`src/rtl/seven_seg_pkg.sv`:
```
// Shared types and constants for the multiplexed seven-segment display.
package seven_seg_pkg;

    typedef enum logic {
        BLANK = 1'b0,
        SHOW  = 1'b1
    } mux_state_t;

    localparam logic [6:0] SEG_OFF = 7'b1111111;

    // All-ones anode vector for n digits (n <= 8), zero-extended to 8 bits
    function automatic logic [7:0] ANODE_OFF(input int n);
        ANODE_OFF = 8'((1 << n) - 1);
    endfunction

endpackage

```
`src/rtl/seven_seg_mux_timer.sv`:
```
// BLANK/SHOW sequencer with one shared cycle counter; strobes mark the edges
// on which a digit turns on (show_start) or completes its dwell (show_done).
module seg_mux_timer
    import seven_seg_pkg::*;
#(
    parameter int DWELL_CYCLES = 1000,
    parameter int BLANK_CYCLES = 50
) (
    input  logic       clk,
    input  logic       reset,
    input  logic       en,
    output mux_state_t state,
    output logic       show_start,
    output logic       show_done
);

    localparam int MAX_CYC = (DWELL_CYCLES > BLANK_CYCLES) ? DWELL_CYCLES : BLANK_CYCLES;
    localparam int CNT_W   = (MAX_CYC > 1) ? $clog2(MAX_CYC) : 1;

    logic [CNT_W-1:0] cnt;

    assign show_start = (state == BLANK) && en && (cnt == CNT_W'(BLANK_CYCLES - 1));
    assign show_done  = (state == SHOW)  && en && (cnt == CNT_W'(DWELL_CYCLES - 1));

    always_ff @(posedge clk) begin
        if (!reset) begin
            state <= BLANK;
            cnt   <= '0;
        end else begin
            case (state)
                BLANK: begin
                    if (!en) begin
                        cnt <= '0;
                    end else if (show_start) begin
                        state <= SHOW;
                        cnt   <= '0;
                    end else begin
                        cnt <= cnt + 1'b1;
                    end
                end
                SHOW: begin
                    // Dropping en aborts the dwell immediately
                    if (!en || show_done) begin
                        state <= BLANK;
                        cnt   <= '0;
                    end else begin
                        cnt <= cnt + 1'b1;
                    end
                end
                default: begin
                    state <= BLANK;
                    cnt   <= '0;
                end
            endcase
        end
    end

endmodule

```
`src/rtl/seven_seg_mux.sv`:
```
// Time-multiplexes one external seven_seg decoder across N_DIGITS
// common-anode digits, with an all-off blanking gap before every digit.
module seven_seg_mux
    import seven_seg_pkg::*;
#(
    parameter int N_DIGITS     = 2,
    parameter int DWELL_CYCLES = 1000,
    parameter int BLANK_CYCLES = 50,
    localparam int IDX_W       = (N_DIGITS > 1) ? $clog2(N_DIGITS) : 1
) (
    input  logic                  clk,
    input  logic                  reset,
    input  logic                  en,
    input  logic [4*N_DIGITS-1:0] digits,
    output logic [3:0]            s,
    input  logic [6:0]            seg_in,
    output logic [6:0]            seg,
    output logic [N_DIGITS-1:0]   anode,
    output logic [IDX_W-1:0]      idx,
    output logic                  frame_tick
);

    localparam logic [7:0]          OFF_ALL    = ANODE_OFF(N_DIGITS);
    localparam logic [N_DIGITS-1:0] ANODES_OFF = OFF_ALL[N_DIGITS-1:0];

    mux_state_t            state;
    logic                  show_start;
    logic                  show_done;
    logic [4*N_DIGITS-1:0] shadow;

    seg_mux_timer #(
        .DWELL_CYCLES(DWELL_CYCLES),
        .BLANK_CYCLES(BLANK_CYCLES)
    ) u_timer (
        .clk       (clk),
        .reset     (reset),
        .en        (en),
        .state     (state),
        .show_start(show_start),
        .show_done (show_done)
    );

    function automatic logic [N_DIGITS-1:0] anode_for(input logic [IDX_W-1:0] i);
        logic [N_DIGITS-1:0] a;
        a    = ANODES_OFF;
        a[i] = 1'b0;
        return a;
    endfunction

    // Decoder input tracks shadow[idx] even while blanked so it settles early
    assign s   = shadow[{idx, 2'b00} +: 4];
    assign seg = (state == SHOW) ? seg_in : SEG_OFF;

    always_ff @(posedge clk) begin
        if (!reset) begin
            anode      <= ANODES_OFF;
            idx        <= '0;
            shadow     <= '0;
            frame_tick <= 1'b0;
        end else begin
            frame_tick <= 1'b0;
            if (show_start) begin
                anode <= anode_for(idx);
                // Latch a whole frame only as digit 0 lights, so frames never tear
                if (idx == '0) begin
                    shadow     <= digits;
                    frame_tick <= 1'b1;
                end
            end else if (show_done) begin
                anode <= ANODES_OFF;
                idx   <= (idx == IDX_W'(N_DIGITS - 1)) ? '0 : idx + 1'b1;
            end else if (!en) begin
                anode <= ANODES_OFF;
                idx   <= '0;
            end
        end
    end

endmodule

```
`config.mk`:
```
export PLATFORM = sky130hd
export DESIGN_NAME = seven_seg_mux
export DESIGN_NICKNAME = d
export VERILOG_FILES = /design/src/rtl/seven_seg_pkg.sv /design/src/rtl/seven_seg_mux_timer.sv /design/src/rtl/seven_seg_mux.sv
export SDC_FILE = /design/constraint.sdc
export NUM_CORES = 1
export LEC_CHECK = 0
export CAP_MARGIN = 20
export CELL_PAD_IN_SITES_DETAIL_PLACEMENT = 0
export CELL_PAD_IN_SITES_GLOBAL_PLACEMENT = 1
export CORE_UTILIZATION = 36
export DETAILED_ROUTE_END_ITERATION = 10
export DONT_BUFFER_PORTS = 1
export HOLD_SLACK_MARGIN = 0.02
export PLACE_DENSITY_LB_ADDON = 0.2
export SETUP_SLACK_MARGIN = 0.05
export SYNTH_ARGS = -nofsm -noshare
export SYNTH_HDL_FRONTEND = slang
export SYNTH_SLANG_ARGS = --single-unit
```
`constraint.sdc`:
```
create_clock -name clk -period 2 [get_ports clk]
set_input_delay 0.3 -clock clk [delete_from_list [all_inputs] [get_ports clk]]
set_output_delay 0.3 -clock clk [all_outputs]
set_load 0.02 [all_outputs]
```
After elaboration in Yosys (flattened, before gate mapping)
Index checks and enable logic that the tools add are counted.
{"block": "word_totals", "in_bits": 18, "ff_bits": 23, "word_cells": 47, "output_inout_bits": 15}
{"block": "op_classes", "n_reduce_logical": 10, "eq_ne": 4, "addsub": 2, "magnitude_cmp": 2, "mux": 18, "shifts": 1, "n_bitwise": 4}
{"cell": "$mux 10", "n": 3}
{"cell": "$pmux 10 s2", "n": 1}
{"cell": "$add 10x1->10 const B", "n": 1}
{"cell": "$eq 10x10->1 const B", "n": 1}
{"cell": "$eq 10x6->1 const B", "n": 1}
{"cell": "$mux 1", "n": 8}
{"cell": "$shiftx 8x4->4", "n": 1}
{"cell": "$mux 7", "n": 1}
{"cell": "$mux 2", "n": 3}
{"cell": "$reduce_and 2->1", "n": 3}
{"cell": "$logic_and 1x1->1", "n": 5}
{"cell": "$ne 3x1->1 const B", "n": 1}
{"cell": "$not 1->1", "n": 3}
{"cell": "$lt 1x2->1 const B", "n": 1}
{"cell": "$ne 2x1->1 const B", "n": 1}
{"cell": "$not 2->2", "n": 1}
{"cell": "$pmux 1 s2", "n": 1}
{"cell": "$add 1x1->1 const B", "n": 1}
{"cell": "$demux 1 s1", "n": 1}
{"cell": "$ge 1x1->1 const B", "n": 1}
{"cell": "$logic_not 1->1", "n": 1}
{"cell": "$logic_or 1x1->1", "n": 1}

Longest topological paths before layout
{"block": "logic_depth", "word_depth": 6, "mapped_depth": 7, "mapped_depth_nobuf": 6}

By module
From an unflattened synthesis, not the netlist that was laid out.
{"block": "hier_totals", "cells_unflattened": 122, "hier_area_um2": 1136.1}
{"module": "seg_mux_timer", "area_per_inst_um2": 569.3, "cells_each": 59, "seq_area_each_um2": 220.2, "n_inst": 1}
{"module": "seven_seg_mux", "area_per_inst_um2": 566.8, "cells_each": 63, "seq_area_each_um2": 240.2, "n_inst": 1}

Least setup slack after synthesis
No wires, ideal clock.
{"block": "synth_timing", "kind": "register to register", "start": "reg u_timer.cnt[0]", "end": "reg idx", "arrival_time_ps": 1282, "synth_period_minus_slack_ps": 1398, "t_required_ps": 1884, "path_buffers": 0, "slack_ps": 602, "setup_time_ps": 116, "stages_incl_launch_ff": 6, "cell_sequence": "dfxtp_1 > ha_1 > and4b_2 > nand4_2 > xnor2_1 > and3_1"}
{"block": "synth_via", "elab_chain_len": 4, "word_cells_on_any_way": 8, "cone_classes": "3 x eq/ne; 1 x mux; 1 x bitwise; 3 x reduce/logical"}
{"element": "start, declared", "line_no": "seven_seg_mux_timer.sv:20", "source": "logic [CNT_W-1:0] cnt;"}
{"element": "start signal, assigned", "line_no": "seven_seg_mux_timer.sv:38", "source": "cnt <= cnt + 1'b1;"}
{"element": "start signal, assigned", "line_no": "seven_seg_mux_timer.sv:47", "source": "cnt <= cnt + 1'b1;"}
{"element": "$eq 10x10->1 / $eq 10x6->1 (equally long branches)", "line_no": "seven_seg_mux_timer.sv:23, seven_seg_mux_timer.sv:22"}
{"element": "$logic_and 1x1->1 (on tied branches)", "line_no": "seven_seg_mux_timer.sv:23, seven_seg_mux_timer.sv:22"}
{"element": "$ne 2x1->1 (no line) / $not 1->1 (equally long branches)"}
{"element": "$reduce_and 2->1 (no line)"}
{"element": "end signal, assigned", "line_no": "seven_seg_mux.sv:71", "source": "idx <= (idx == IDX_W'(N_DIGITS - 1)) ? '0 : idx + 1'b1;"}
{"element": "end, declared", "line_no": "seven_seg_mux.sv:19", "source": "output logic [IDX_W-1:0] idx,"}
Several ways; a longest one is shown, not always the timed one.
A chain may end at the register's enable or synchronous reset.

Worst setup path in the final report
{"block": "layout_timing", "start": "reg idx", "end": "out s[0]"}
{"block": "layout_via", "elab_chain_len": 1}
{"element": "$shiftx 8x4->4", "line_no": "seven_seg_mux.sv:51", "source": "assign s = shadow[{idx, 2'b00} +: 4];"}
{"element": "end, declared", "line_no": "seven_seg_mux.sv:15", "source": "output logic [3:0] s,"}
Every way passes these cells.

==> results.json <==
{
  "postCtsSetupRepairBufs": 0,
  "yosysSeqAreaShare_pct": 42.1,
  "ys.flop_type": "dfxtp_1",
  "nNetsFinal": 136,
  "critPathMaxFanout": 6,
  "initial_core_util_pct": 39.0,
  "peakVddDrop_mv": 0.213,
  "num_io_pins": 33,
  "relSlewSlack_pct": 76.7,
  "post-place-ws_ps": 487,
  "die-area_um2": 3260,
  "power.share.clock_pct": 31.6,
  "synth.distinct_cells": 30,
  "power.density_nw_per_um2": 608,
  "fin_util_pct": 41.0,
  "drt_iter0_drc": 21,
  "root_buffer": "clkbuf_4",
  "synth_top_area_share_pct": 42.1,
  "final_area_um2": 1150,
  "die_x_um": 57.1,
  "fillers": 284,
  "route.detailed.drc": 9,
  "cts_buffers": 3,
  "layout_setup_ws_ps": 361,
  "maxCapViolCount": 0,
  "power_switching_uw": 158,
  "clock.fmax_mhz": 610,
  "hold_violations": 0,
  "rows": 19,
  "crit_path_end_kind": "output port",
  "period_share_pct": 81.9,
  "path_cells": "buf_4 -> mux2_2",
  "placedCellCount": 142,
  "synth_most_common_cell": "dfxtp_1",
  "ys.warnings.count": 0,
  "wl_per_cell_um": 13.8,
  "die_y_um": 57.1,
  "final_layout_size_suffix_gt1_share_pct": 13.0,
  "yosys.area.top_type": "dfxtp_1",
  "cts_resized": 0,
  "portBuffers": 0,
  "cts_sinks": 23,
  "dp_hpwl_mm": 1.49,
  "cp_slowest_cell": "mux2_2",
  "period_minus_slack_ps": 1640,
  "gr-usage-all-layers_pct": 12.9,
  "cp.arrival_ps": 1340,
  "tightest_slew_ps": 349,
  "dr.pass1.iters": 7,
  "synth.area.top_cells": "dfxtp_1 (42%), mux2i_1 (7.3%), nor2_1 (6.9%)",
  "rsz0062_at_grt": "false",
  "cts_buffer_depth": 2,
  "crit_type": "reg -> out",
  "coreArea_um2": 2810,
  "antenna_found_initial": 0,
  "cp-start-kind": "register",
  "vias": 764,
  "clock_latency_ps": 310,
  "p_int_uw": 542,
  "syn-num-nets": 132,
  "grt_pass1_wl_mm": 3.28,
  "status": "finished with violations",
  "p_comb_share_pct": 2.3,
  "cts_tree": "built",
  "synth_cells": 112,
  "grt_overflow": 0,
  "violations": "DRC",
  "area_growth_pct": 5.26,
  "max_stage_delay_ps": 410,
  "synth_common_cells": "dfxtp_1 (23), nor2_1 (20), mux2i_1 (8), nand2b_1 (7), xnor2_1 (6)",
  "synth_seq_cells": 23,
  "grt_pass1_vias": 717,
  "seq_power_share_pct": 66.1,
  "stdcell_count": 146,
  "setup_viol": 0,
  "fin_setup_tns_ps": 0,
  "maxSlewViolCount": 0,
  "ant_nets": 0,
  "async_reset_ff_share_pct": 0,
  "num_antenna_cells": 0,
  "path_delay_family": "multiplexers",
  "hp-class": "in -> reg",
  "htree_levels": 1,
  "fin_skew_ps": 4.97,
  "path_buf_inv": 1,
  "wirelength_mm": 2.01,
  "syn_area_um2": 1090,
  "avgSynthCellArea_um2": 9.76,
  "crit_required_ps": 1700,
  "grt_max_degree": 14,
  "place_congestion": 0.727,
  "cts.hold.buffers_added": 0,
  "p_sw_share_pct": 22.5,
  "vias_per_cell": 5.23,
  "p_leak_nw": 0.495,
  "synth-edff-count": 0,
  "placed_area_um2": 1120,
  "path_clk_slew_ps": 140
}
[power by group through the flow]
stage / sequential (mW) / combinational (mW) / clock, mW
finish: 0.463 / 0.0159 / 0.221
detailed placement: 0.473 / 0.0163 / 0
floorplan: 0.472 / 0.0128 / 0
CTS: 0.463 / 0.0163 / 0.235
global route: 0.464 / 0.0179 / 0.251
global placement: 0.472 / 0.0165 / 0
[path summary, 6_finish.rpt]
| path | startpoint | to | slack (ps) | depth (start not counted) |
|---|---|---|---|---|
| setup / recovery | idx | s[0] | 360 | 2 |
| hold / removal | reset | anode[0] | 70 | 1 |
| setup reg to reg | u_timer.cnt[0] | idx | 460 | 5 |
| hold reg to reg | u_timer.cnt[0] | u_timer.cnt[0] | 500 | 1 |
[stage by stage]
| step | total power, mW | hold WS [ps] |
|---|---|---|
| floorplan | 0.485 | 407 |
| global placement | 0.489 | 409 |
| detailed placement | 0.489 | 411 |
| CTS | 0.714 | 55.0 |
| global route | 0.733 | 51.1 |
| finish | 0.700 | 69.0 |
[layout by cell type (no fill, tap or decap)]
cell type	netlist	final
dfxtp_1	23	23
nor2_1	20	20
mux2i_1	8	8
nand2b_1	7	7
xnor2_1	6	6
inv_1	5	5
nand3_1	5	5
mux2_2	4	4
xor2_1	3	3
nand2_1	3	3
and3_1	3	3
nand4_1	3	3
clkbuf_4	0	3
nor2b_1	2	2
and4_1	2	2
a31oi_1	2	2
ha_1	2	2
buf_4	1	2
nor4_4	1	1
and4b_1	1	1
nand4b_2	1	1
and4b_2	1	1
nand4_2	1	1
nand4_4	1	1
nor4bb_1	1	1
clkinv_1	1	1
o2bb2ai_1	1	1
nor3_1	1	1
o21a_1	1	1
clkinv_2	0	1
[layer usage]
| metal | GRT usage, % | vias up | share of wire (%) |
|---|---|---|---|
| li1 | - | 391 | - |
| met1 | 17.0 | 348 | 49 |
| met2 | 20.7 | 23 | 44 |
| met3 | 2.49 | 2 | 6.0 |
| met4 | 5.23 | 0 | 0.85 |
| met5 | 0 | - | 0 |
[area by class of cell]
class / instances / area, um2 / area share [%]
Multi-Input combinational cell: 80 / 587 / 51.0
Clock buffer: 3 / 22.5 / 1.96
Timing Repair Buffer: 2 / 15.0 / 1.30
Clock inverter: 1 / 5.00 / 0.435
Sequential cell: 23 / 460 / 40.0
Tap cell: 31 / 38.8 / 3.37
Inverter: 6 / 22.5 / 1.96
[cells by family after synthesis]
logic type / count (synthesis) / synth area share [%]
AND/OR/NAND/NOR: 53 / 30.1
flip-flops: 23 / 42.1
multiplexers: 12 / 11.4
XOR/XNOR: 9 / 7.21
AO/OA/AOI/OAI: 4 / 2.63
adder cells (fa/ha/maj): 2 / 2.29
buffers and inverters: 9 / 4.23
[state kept, by name (all words and copies together), names as in the netlist]
name / flops
frame_tick: 1
shadow: 8
idx: 1
u_timer.state: 1
u_timer.cnt: 10
anode: 2
No activity file was read; power rests on OpenSTA's default activity.
